## config.mk

```make
export PLATFORM = sky130hd
export DESIGN_NAME = seg_scan_decoder
export DESIGN_NICKNAME = d
export VERILOG_FILES = /design/src/rtl/seg_pkg.sv /design/src/rtl/seg_pattern_decode.sv /design/src/rtl/seg_scan_decoder.sv
export SDC_FILE = /design/constraint.sdc
export NUM_CORES = 1
export LEC_CHECK = 0
export ABC_AREA = 1
export BUFFER_PORTS_ARGS = -buffer_cell sky130_fd_sc_hd__buf_2
export CAP_MARGIN = 20
export CORE_AREA = 5 5 93 95
export DETAILED_ROUTE_END_ITERATION = 8
export DIE_AREA = 0 0 98 100
export MAX_ROUTING_LAYER = met4
export PLACE_DENSITY = 0.85
export SYNTH_ARGS = -nofsm -noshare
export SYNTH_HDL_FRONTEND = slang
export SYNTH_SLANG_ARGS = --single-unit
```

## constraint.sdc

```tcl
create_clock -name clk -period 3.5 [get_ports clk]
set_input_delay 0 -clock clk [delete_from_list [all_inputs] [get_ports clk]]
set_output_delay 0 -clock clk [all_outputs]
set_load 0.05 [all_outputs]
```

## src/rtl/seg_pkg.sv

```systemverilog
// Shared 7-segment constants and scan-FSM types for the display driver and the bus decoder.
// Patterns are active-low, bit6..0 = g..a.
package seg_pkg;

  localparam logic [6:0] ZERO  = 7'b1000000;
  localparam logic [6:0] ONE   = 7'b1111001;
  localparam logic [6:0] TWO   = 7'b0100100;
  localparam logic [6:0] THREE = 7'b0110000;
  localparam logic [6:0] FOUR  = 7'b0011001;
  localparam logic [6:0] FIVE  = 7'b0010010;
  localparam logic [6:0] SIX   = 7'b0000010;
  localparam logic [6:0] SEVEN = 7'b1111000;
  localparam logic [6:0] EIGHT = 7'b0000000;
  localparam logic [6:0] NINE  = 7'b0010000;
  localparam logic [6:0] OFF   = 7'b1111111;

  localparam logic [3:0] BCD_BLANK   = 4'hA;
  localparam logic [3:0] BCD_INVALID = 4'hF;

  typedef enum logic [1:0] {StIdle, StSettle, StHold, StBad} scan_state_e;

  function automatic logic anode_is_single(input logic [3:0] an);
    return $countones(~an) == 1;
  endfunction

  // Position of the low anode; only meaningful when exactly one anode is low.
  function automatic logic [1:0] anode_index(input logic [3:0] an);
    logic [1:0] idx;
    idx = 2'd0;
    for (int i = 0; i < 4; i++) begin
      if (!an[i]) idx = 2'(i);
    end
    return idx;
  endfunction

endpackage

```

## src/rtl/seg_pattern_decode.sv

```systemverilog
// Combinational 7-segment pattern to BCD lookup; blank decodes to BCD_BLANK,
// anything unrecognised to BCD_INVALID with o_err set.
module seg_pattern_decode
  import seg_pkg::*;
(
  input  logic [6:0] i_seg,
  output logic [3:0] o_code,
  output logic       o_err
);

  always_comb begin
    o_code = BCD_INVALID;
    o_err  = 1'b0;
    case (i_seg)
      ZERO:    o_code = 4'd0;
      ONE:     o_code = 4'd1;
      TWO:     o_code = 4'd2;
      THREE:   o_code = 4'd3;
      FOUR:    o_code = 4'd4;
      FIVE:    o_code = 4'd5;
      SIX:     o_code = 4'd6;
      SEVEN:   o_code = 4'd7;
      EIGHT:   o_code = 4'd8;
      NINE:    o_code = 4'd9;
      OFF:     o_code = BCD_BLANK;
      default: o_err  = 1'b1;
    endcase
  end

endmodule

```

## src/rtl/seg_scan_decoder.sv

```systemverilog
// Monitors a 4-digit multiplexed 7-segment bus and publishes coherent frames of the
// four displayed BCD digits, with anode-fault and stale-display reporting.
module seg_scan_decoder
  import seg_pkg::*;
#(
  parameter int unsigned STABLE_CYCLES  = 4,
  parameter int unsigned TIMEOUT_CYCLES = 1024
) (
  input  logic       clk,
  input  logic       rst_n,
  input  logic [6:0] seg,
  input  logic [3:0] digit,
  output logic [3:0] ones,
  output logic [3:0] tens,
  output logic [3:0] hundreds,
  output logic [3:0] thousands,
  output logic       frame_valid,
  output logic       frame_err,
  output logic       anode_err,
  output logic       stale
);

  localparam int unsigned CntW = $clog2(STABLE_CYCLES) + 1;
  localparam int unsigned ToW  = $clog2(TIMEOUT_CYCLES) + 1;
  localparam logic [CntW-1:0] CntTarget = CntW'(STABLE_CYCLES);
  localparam logic [ToW-1:0]  ToLimit   = ToW'(TIMEOUT_CYCLES);

  logic [6:0]      r_seg_s1, r_seg_s2;
  logic [3:0]      r_dig_s1, r_dig_s2;
  scan_state_e     r_state;
  logic [CntW-1:0] r_cnt;
  logic [3:0]      r_anode;
  logic [6:0]      r_pat;
  logic            r_anode_err;
  logic [3:0]      r_shadow [4];
  logic [3:0]      r_mask, r_err;
  logic [3:0]      r_ones, r_tens, r_hundreds, r_thousands;
  logic            r_frame_valid, r_frame_err, r_stale;
  logic [ToW-1:0]  r_to_cnt;

  logic       w_idle, w_single, w_multi, w_same, w_capture, w_fire, w_err;
  logic [1:0] w_idx;
  logic [3:0] w_cap_bit, w_code;

  // Sync flops reset to the idle bus so reset release never looks like an anode fault.
  always_ff @(posedge clk or negedge rst_n) begin
    if (!rst_n) begin
      r_seg_s1 <= OFF;
      r_seg_s2 <= OFF;
      r_dig_s1 <= 4'hF;
      r_dig_s2 <= 4'hF;
    end else begin
      r_seg_s1 <= seg;
      r_seg_s2 <= r_seg_s1;
      r_dig_s1 <= digit;
      r_dig_s2 <= r_dig_s1;
    end
  end

  seg_pattern_decode u_decode (
    .i_seg  (r_seg_s2),
    .o_code (w_code),
    .o_err  (w_err)
  );

  always_comb begin
    w_idle    = (r_dig_s2 == 4'hF);
    w_single  = anode_is_single(r_dig_s2);
    w_multi   = !w_idle && !w_single;
    w_same    = (r_dig_s2 == r_anode) && (r_seg_s2 == r_pat);
    w_idx     = anode_index(r_dig_s2);
    w_capture = (r_state == StSettle) && w_same && ((r_cnt + 1'b1) == CntTarget);
    w_cap_bit = w_capture ? (4'b0001 << w_idx) : 4'b0000;
    w_fire    = (r_mask == 4'hF);
  end

  always_ff @(posedge clk or negedge rst_n) begin
    if (!rst_n) begin
      r_state     <= StIdle;
      r_cnt       <= '0;
      r_anode     <= 4'hF;
      r_pat       <= OFF;
      r_anode_err <= 1'b0;
    end else begin
      r_anode_err <= 1'b0;
      case (r_state)
        StIdle: begin
          if (w_single) begin
            r_state <= StSettle;
            r_cnt   <= CntW'(1);
            r_anode <= r_dig_s2;
            r_pat   <= r_seg_s2;
          end else if (w_multi) begin
            r_state     <= StBad;
            r_anode_err <= 1'b1;
          end
        end
        StSettle, StHold: begin
          if (w_idle) begin
            r_state <= StIdle;
          end else if (w_multi) begin
            r_state     <= StBad;
            r_anode_err <= 1'b1;
          end else if (r_state == StSettle && w_same) begin
            if (w_capture) r_state <= StHold;
            else r_cnt <= r_cnt + 1'b1;
          end else if (r_state == StSettle || r_dig_s2 != r_anode) begin
            // New anode, or a pattern change while still settling: restart the run.
            r_state <= StSettle;
            r_cnt   <= CntW'(1);
            r_anode <= r_dig_s2;
            r_pat   <= r_seg_s2;
          end
        end
        StBad: begin
          if (w_idle) begin
            r_state <= StIdle;
          end else if (w_single) begin
            r_state <= StSettle;
            r_cnt   <= CntW'(1);
            r_anode <= r_dig_s2;
            r_pat   <= r_seg_s2;
          end
        end
        default: r_state <= StIdle;
      endcase
    end
  end

  // A capture in the frame-publish cycle survives the clear and seeds the next frame.
  always_ff @(posedge clk or negedge rst_n) begin
    if (!rst_n) begin
      for (int i = 0; i < 4; i++) r_shadow[i] <= 4'h0;
      r_mask <= 4'h0;
      r_err  <= 4'h0;
    end else begin
      r_mask <= (w_fire ? 4'h0 : r_mask) | w_cap_bit;
      r_err  <= ((w_fire ? 4'h0 : r_err) & ~w_cap_bit) | (w_err ? w_cap_bit : 4'h0);
      if (w_capture) r_shadow[w_idx] <= w_code;
    end
  end

  always_ff @(posedge clk or negedge rst_n) begin
    if (!rst_n) begin
      r_ones        <= 4'h0;
      r_tens        <= 4'h0;
      r_hundreds    <= 4'h0;
      r_thousands   <= 4'h0;
      r_frame_valid <= 1'b0;
      r_frame_err   <= 1'b0;
      r_to_cnt      <= '0;
      r_stale       <= 1'b0;
    end else begin
      r_frame_valid <= w_fire;
      if (w_fire) begin
        r_ones      <= r_shadow[0];
        r_tens      <= r_shadow[1];
        r_hundreds  <= r_shadow[2];
        r_thousands <= r_shadow[3];
        r_frame_err <= |r_err;
        r_to_cnt    <= '0;
        r_stale     <= 1'b0;
      end else if (r_to_cnt != ToLimit) begin
        r_to_cnt <= r_to_cnt + 1'b1;
        if ((r_to_cnt + 1'b1) == ToLimit) r_stale <= 1'b1;
      end
    end
  end

  assign ones        = r_ones;
  assign tens        = r_tens;
  assign hundreds    = r_hundreds;
  assign thousands   = r_thousands;
  assign frame_valid = r_frame_valid;
  assign frame_err   = r_frame_err;
  assign anode_err   = r_anode_err;
  assign stale       = r_stale;

endmodule

```

Yosys cells after proc, flatten, opt, wreduce, memory -nomap -nowiden:

Index checks and enable logic that the tools add are counted.
Widths: inputs -> output; s select.

* input port bits: 13
* bits in registers: 93
* output and inout bits: 20
* word-level logic and storage cells: 141

* reductions and logical operators: 19
* shift-type cells: 1
* order comparisons: 2
* bitwise operators: 6
* muxes and demuxes: 52
* equal/unequal tests: 33
* $add $sub $neg: 5

Operator list (count)
* $mux 4: 11
* $pmux 4 s11: 1
* $mux 7: 6
* $eq 7x7->1 const B: 4
* $mux 11: 2
* $mux 2: 11
* $eq 7x5->1 const B: 3
* $mux 3: 7
* $pmux 7 s3: 1
* $bwmux 16: 1
* $eq 7x6->1 const B: 2
* $ne 3x3->1 const B: 4
* $pmux 4 s3: 1
* $add 11x1->11 const B: 1
* $eq 11x11->1 const B: 1
* $ne 11x11->1 const B: 1
* $reduce_or 11->1: 1
* $ne 2x2->1 const B: 5
* $ne 5x5->1 const B: 2
* $reduce_and 5->1: 2
* $pmux 3 s3: 1
* $demux 4 s2: 1
* $eq 4x4->1 const B: 2
* $not 4->4: 2
* 30 further kinds: 45

Depth between registers and ports, before layout:

* depth after elaboration: 9
* gate-level depth with buffers: 13

By module:

From an unflattened synthesis, not the netlist that was laid out.

* cell total of the unflattened synthesis: 538
* area total of the unflattened synthesis: 4445.5 um^2

Modules (own cells, without submodules)
* seg_scan_decoder: area an instance 4155.2 um^2, instances 1, cells each 475
* seg_pattern_decode: area an instance 290.3 um^2, instances 1, cells each 63

Least setup slack after synthesis:

No wires, ideal clock.

* path type: reg2reg
* from: register r_dig_s2[1]
* to: register r_cnt[1]
* clock period less this slack: 2.484 ns
* buffers on the path: 1
* path slack: 1.016 ns
* data arrival time: 2.366 ns
* cell stages (with the launch flop): 13
* setup time: 0.118 ns
* data required time: 3.382 ns
* cell sequence: dfstp_2 fa_1 inv_1 ha_1 ha_1 nor3_2 nand2_1 a21boi_1 and2_4 nand2_4 buf_6 nand3_1 nand2_1

* cells in the longest elaborated chain, start to end: 8

Ends and longest elaborated chain
* start, declared: line seg_scan_decoder.sv:29 `logic [3:0] r_dig_s1, r_dig_s2;`
* start signal, assigned: line seg_scan_decoder.sv:56 `r_dig_s2 <= r_dig_s1;`
* $not 4->4: line seg_pkg.sv:23 `return $countones(~an) == 1;`
* $add 1x1->2 (not written as such): line seg_pkg.sv:23
* $add 2x2->3 (not written as such): line seg_pkg.sv:23
* $eq 3x1->1: line seg_pkg.sv:23
* $logic_not 1->1: line seg_scan_decoder.sv:69 `w_multi = !w_idle && !w_single;`
* $logic_and 1x1->1: line seg_scan_decoder.sv:69
* $ne 2x2->1 (no line)
* $reduce_and 5->1 (no line)
* end signal, assigned: line seg_scan_decoder.sv:90 `r_cnt <= CntW'(1);`
* end signal, assigned: line seg_scan_decoder.sv:106 `else r_cnt <= r_cnt + 1'b1;`
* end signal, assigned: line seg_scan_decoder.sv:110 `r_cnt <= CntW'(1);`
* end, declared: line seg_scan_decoder.sv:31 `logic [CntW-1:0] r_cnt;`

Several ways; a longest one is shown, not always the timed one. The select of a mux whose other input is x is not followed.
A chain may end at the register's enable or synchronous reset.

Worst setup path after layout:

* from: register r_dig_s2[1]
* to: register r_cnt[0]

Same word-level chain as after synthesis.

==> impl_metrics.py <==
metrics = {
    "status": {
        "status": "complete, no violations",
    },
    "worst_setup_path": {
        "critPathLaunchType": "flip-flop",
        "critPathMaxStageDelay_ns": 0.61,
        "reg2reg_from": "r_dig_s2[1]",
        "critPathSlowestCell": "dfstp_2",
        "r2r_end": "r_cnt[0]",
        "worstPathMaxFanout": 6,
        "worst-endpoint-required_ns": 3.80,
        "crit_type": "reg -> reg",
        "arrival_ns": 3.05,
        "rrSetupSlack_ns": 0.75,
        "path_cells": "fa_1 -> inv_1 -> ha_1 -> ha_1 -> nor3_2 -> nand2_1 -> a21boi_1 -> nand3_1 -> or2_2 -> nand3_1",
        "crit_path_end_kind": "flip-flop",
        "reg2reg_depth": 10,
    },
    "clock_tree": {
        "path_clk_slew_ns": 0.10,
        "clk_latency_ns": 0.37,
        "htreeDepth": 3,
        "cts_made_buffers": 9,
        "tritoncts": "done",
        "post_cts_buffers": 0,
        "clock-sinks": 93,
        "clockBufferDepth": 2,
        "cts_root_buffer": "clkbuf_8",
    },
    "sta": {
        "slew-limit-headroom": 0.509,
        "final.setup.worst_slack_ns": 0.752,
        "period_needed_ns": 2.75,
        "fmax_mhz": 364,
        "post-route-period-util": 0.785,
        "hold_violations": 0,
        "finalSetupViolCount": 0,
        "clock_skew_ns": 0.0184,
        "finalSetupTns_ns": 0,
        "rsz0062_at_grt": "false",
        "slew_violations": 0,
        "tightest_slew_ns": 0.737,
    },
    "yosys": {
        "syn_area_sq_um": 4510,
        "syn_avg_cell_area_sq_um": 7.95,
        "synth_cell_types": 33,
        "synth-main-ff-cell": "dfrtp_1",
        "synth_top_area_cell": "dfrtp_1",
        "synth_edf_count": 0,
        "ys_ff_latch": 93,
        "synthCells": 567,
        "synth_top_area_share": 0.333,
        "ys_async_sr_fraction": 1.00,
        "yosys_warnings": 0,
        "syn_nets": 593,
        "synthTopCellsByArea": "dfrtp_1 33%, nand2_1 20%, dfstp_2 19%",
        "yosysSeqAreaShare": 0.525,
    },
    "global_routing": {
        "grt_max_degree": 61,
        "grt_usage": 0.203,
        "grt-ovfl-total": 0,
        "antenna_found_initial": 0,
        "grt_pass1_vias": 3593,
        "grt_pass1_wl_um": 15900,
    },
    "floorplan": {
        "core_sq_um": 7650,
        "ios": 33,
        "row_count": 32,
        "die_x_um": 98,
        "fp.dieH_um": 100,
        "start_util": 0.589,
        "die_area_sq_um": 9800,
    },
    "power_and_ir_drop": {
        "power_density_nw_per_um2": 552,
        "p_leak_nw": 2.77,
        "switchingPower_mw": 1.02,
        "ir_drop_v": 0.000352,
        "clkPwrFrac": 0.247,
        "pwr-share-comb": 0.284,
        "swShare": 0.364,
        "pwr-share-seq": 0.470,
        "p_int_mw": 1.79,
    },
    "routing": {
        "drc": 0,
        "viasPerCell": 5.10,
        "detailroute.via_count": 3689,
        "first_pass_iters": 6,
        "avgRoutedWirePerCell_um": 12.2,
        "drt-initial-drc-count": 188,
        "ant_nets": 0,
        "wirelength_um": 8840,
    },
    "place": {
        "port_buffers": 32,
        "dpl.hpwl_um": 6360,
        "place.gp.congestion": 0.985,
        "post-place-ws_ns": 0.790,
    },
    "layout": {
        "area_delta_synth_final_pct": 12.8,
        "diodes": 0,
        "final_nets": 643,
        "fillCellCount": 624,
        "drive_above_1_share": 0.166,
    },
    "flow_run": {
        "drv_cap": 0,
    },
    "min_path": {
        "hold_path_class": "in -> async",
    },
}
## layout by cell type, fill, tap and decap left out, types with 2 or more instances in the layout
| cell | Yosys | routed |
|---|---|---|
| o21ai_1 | 7 | 7 |
| nand4_2 | 2 | 2 |
| inv_2 | 6 | 6 |
| nor4_1 | 2 | 2 |
| nand2_1 | 246 | 246 |
| dfstp_2 | 33 | 33 |
| nor3_1 | 6 | 6 |
| xnor2_1 | 2 | 2 |
| clkinvlp_4 | 0 | 2 |
| dlygate4sd3_1 | 0 | 12 |
| nor2_4 | 4 | 4 |
| nor2_1 | 51 | 51 |
| nand3_1 | 37 | 37 |
| o21ai_0 | 11 | 11 |
| nand2_2 | 2 | 2 |
| dfrtp_1 | 60 | 60 |
| inv_6 | 0 | 2 |
| buf_4 | 0 | 3 |
| ha_1 | 12 | 12 |
| inv_1 | 56 | 56 |
| buf_2 | 0 | 31 |
| nand4_1 | 6 | 6 |
| clkbuf_8 | 0 | 9 |
| a21oi_1 | 4 | 4 |
## worst max-delay path, delay by kind of cell (launching register included)
family	cells	cell delay, ns
adder cells (fa/ha/maj)	3	0.80
buffers and inverters	1	0.07
flip-flops	1	0.61
AND/OR/NAND/NOR	5	0.96
AO/OA/AOI/OAI	1	0.24
## what timing repair did
action                    CTS  global route
hold endpoints to repair   68             0
hold buffers               12             0
gates resized for setup     0             0
## metrics by stage
| stage | std cells | utilization | hold slack [ns] | instance area (sq um) | total power [mW] |
|---|---|---|---|---|---|
| after global placement | 696 | 0.624 | 0.104 | 4770 | 2.06 |
| after detailed placement | 696 | 0.624 | 0.107 | 4770 | 2.12 |
| after global routing | 724 | 0.665 | 0.281 | 5080 | 3.00 |
| after floorplan | 567 | - | -0.296 | 4510 | 1.99 |
| final | 724 | 0.665 | 0.230 | 5080 | 2.81 |
| after CTS | 724 | 0.665 | 0.250 | 5080 | 2.82 |
## how the worst max path moves through the flow
| stage | startpoint | endpoint | slack, ns | depth (start not counted) |
|---|---|---|---|---|
| after floorplan | r_dig_s2[1] | r_cnt[1] | 1.02 | 12 |
| after global placement | r_dig_s2[1] | r_cnt[0] | 0.88 | 10 |
| after detailed placement | r_dig_s2[1] | r_cnt[0] | 0.79 | 10 |
| after CTS | r_dig_s2[1] | r_cnt[0] | 0.75 | 10 |
| after global routing | r_dig_s2[1] | r_pat[4] | 0.60 | 10 |
| final | r_dig_s2[1] | r_cnt[0] | 0.75 | 10 |
## cell families after synthesis
group | count (synthesis) | synth area share
compound gates | 25 | 0.0294
simple gates | 363 | 0.340
buf+inv | 70 | 0.0616
flops | 93 | 0.525
fa+ha+maj | 13 | 0.0377
xor+xnor | 3 | 0.00583
## routing by layer
layer / up-vias / share of wire / track usage
met1: 1735 / 0.44 / 0.252
met3: 13 / 0.050 / 0.0320
li1: 1850 / - / -
met2: 91 / 0.49 / 0.340
met4: 0 / 0.016 / 0.0703
met5: - / 0 / -
## power groups by stage
stage	sequential, mW	clock (mW)	combinational [mW]
2_1_floorplan	1.34	0	0.651
3_3_place_gp	1.33	0	0.731
3_5_place_dp	1.34	0	0.777
4_1_cts	1.32	0.708	0.796
5_1_grt	1.34	0.751	0.911
6_report	1.32	0.693	0.797
## synth_stat cells (2+ instances only)
cell and number:
nor4_1 2, buf_6 2, ha_1 12, nand2_1 246, dfstp_2 33, clkbuf_1 5, nor2_1 51, nand4_2 2
xnor2_1 2, dfrtp_1 60, o21ai_0 11, inv_1 56, o21ai_1 7, nand2_2 2, nor2_4 4, nor3_1 6
nand4_1 6, inv_2 6, nand3_1 37, a21oi_1 4
## registers in the layout, summed over array words and instances, names as in the netlist
signal / cells
thousands: 4
r_state: 2
hundreds: 4
r_dig_s1: 4
r_mask: 4
r_err: 4
r_to_cnt: 11
r_cnt: 3
frame_err: 1
r_anode: 4
r_dig_s2: 4
r_seg_s2: 7
ones: 4
r_seg_s1: 7
stale: 1
tens: 4
anode_err: 1
r_shadow: 16
r_pat: 7
frame_valid: 1
## final cells by class
class	count	area [sq um]	share of cell area
inverter	63	236	0.0465
sequential	93	2370	0.466
multi-input combinational	404	1860	0.366
clock buffer	9	124	0.0244
timing repair buffer	46	298	0.0586
clock inverter	7	68.8	0.0135
tap	102	128	0.0251
(Power assumes the default switching activity.)
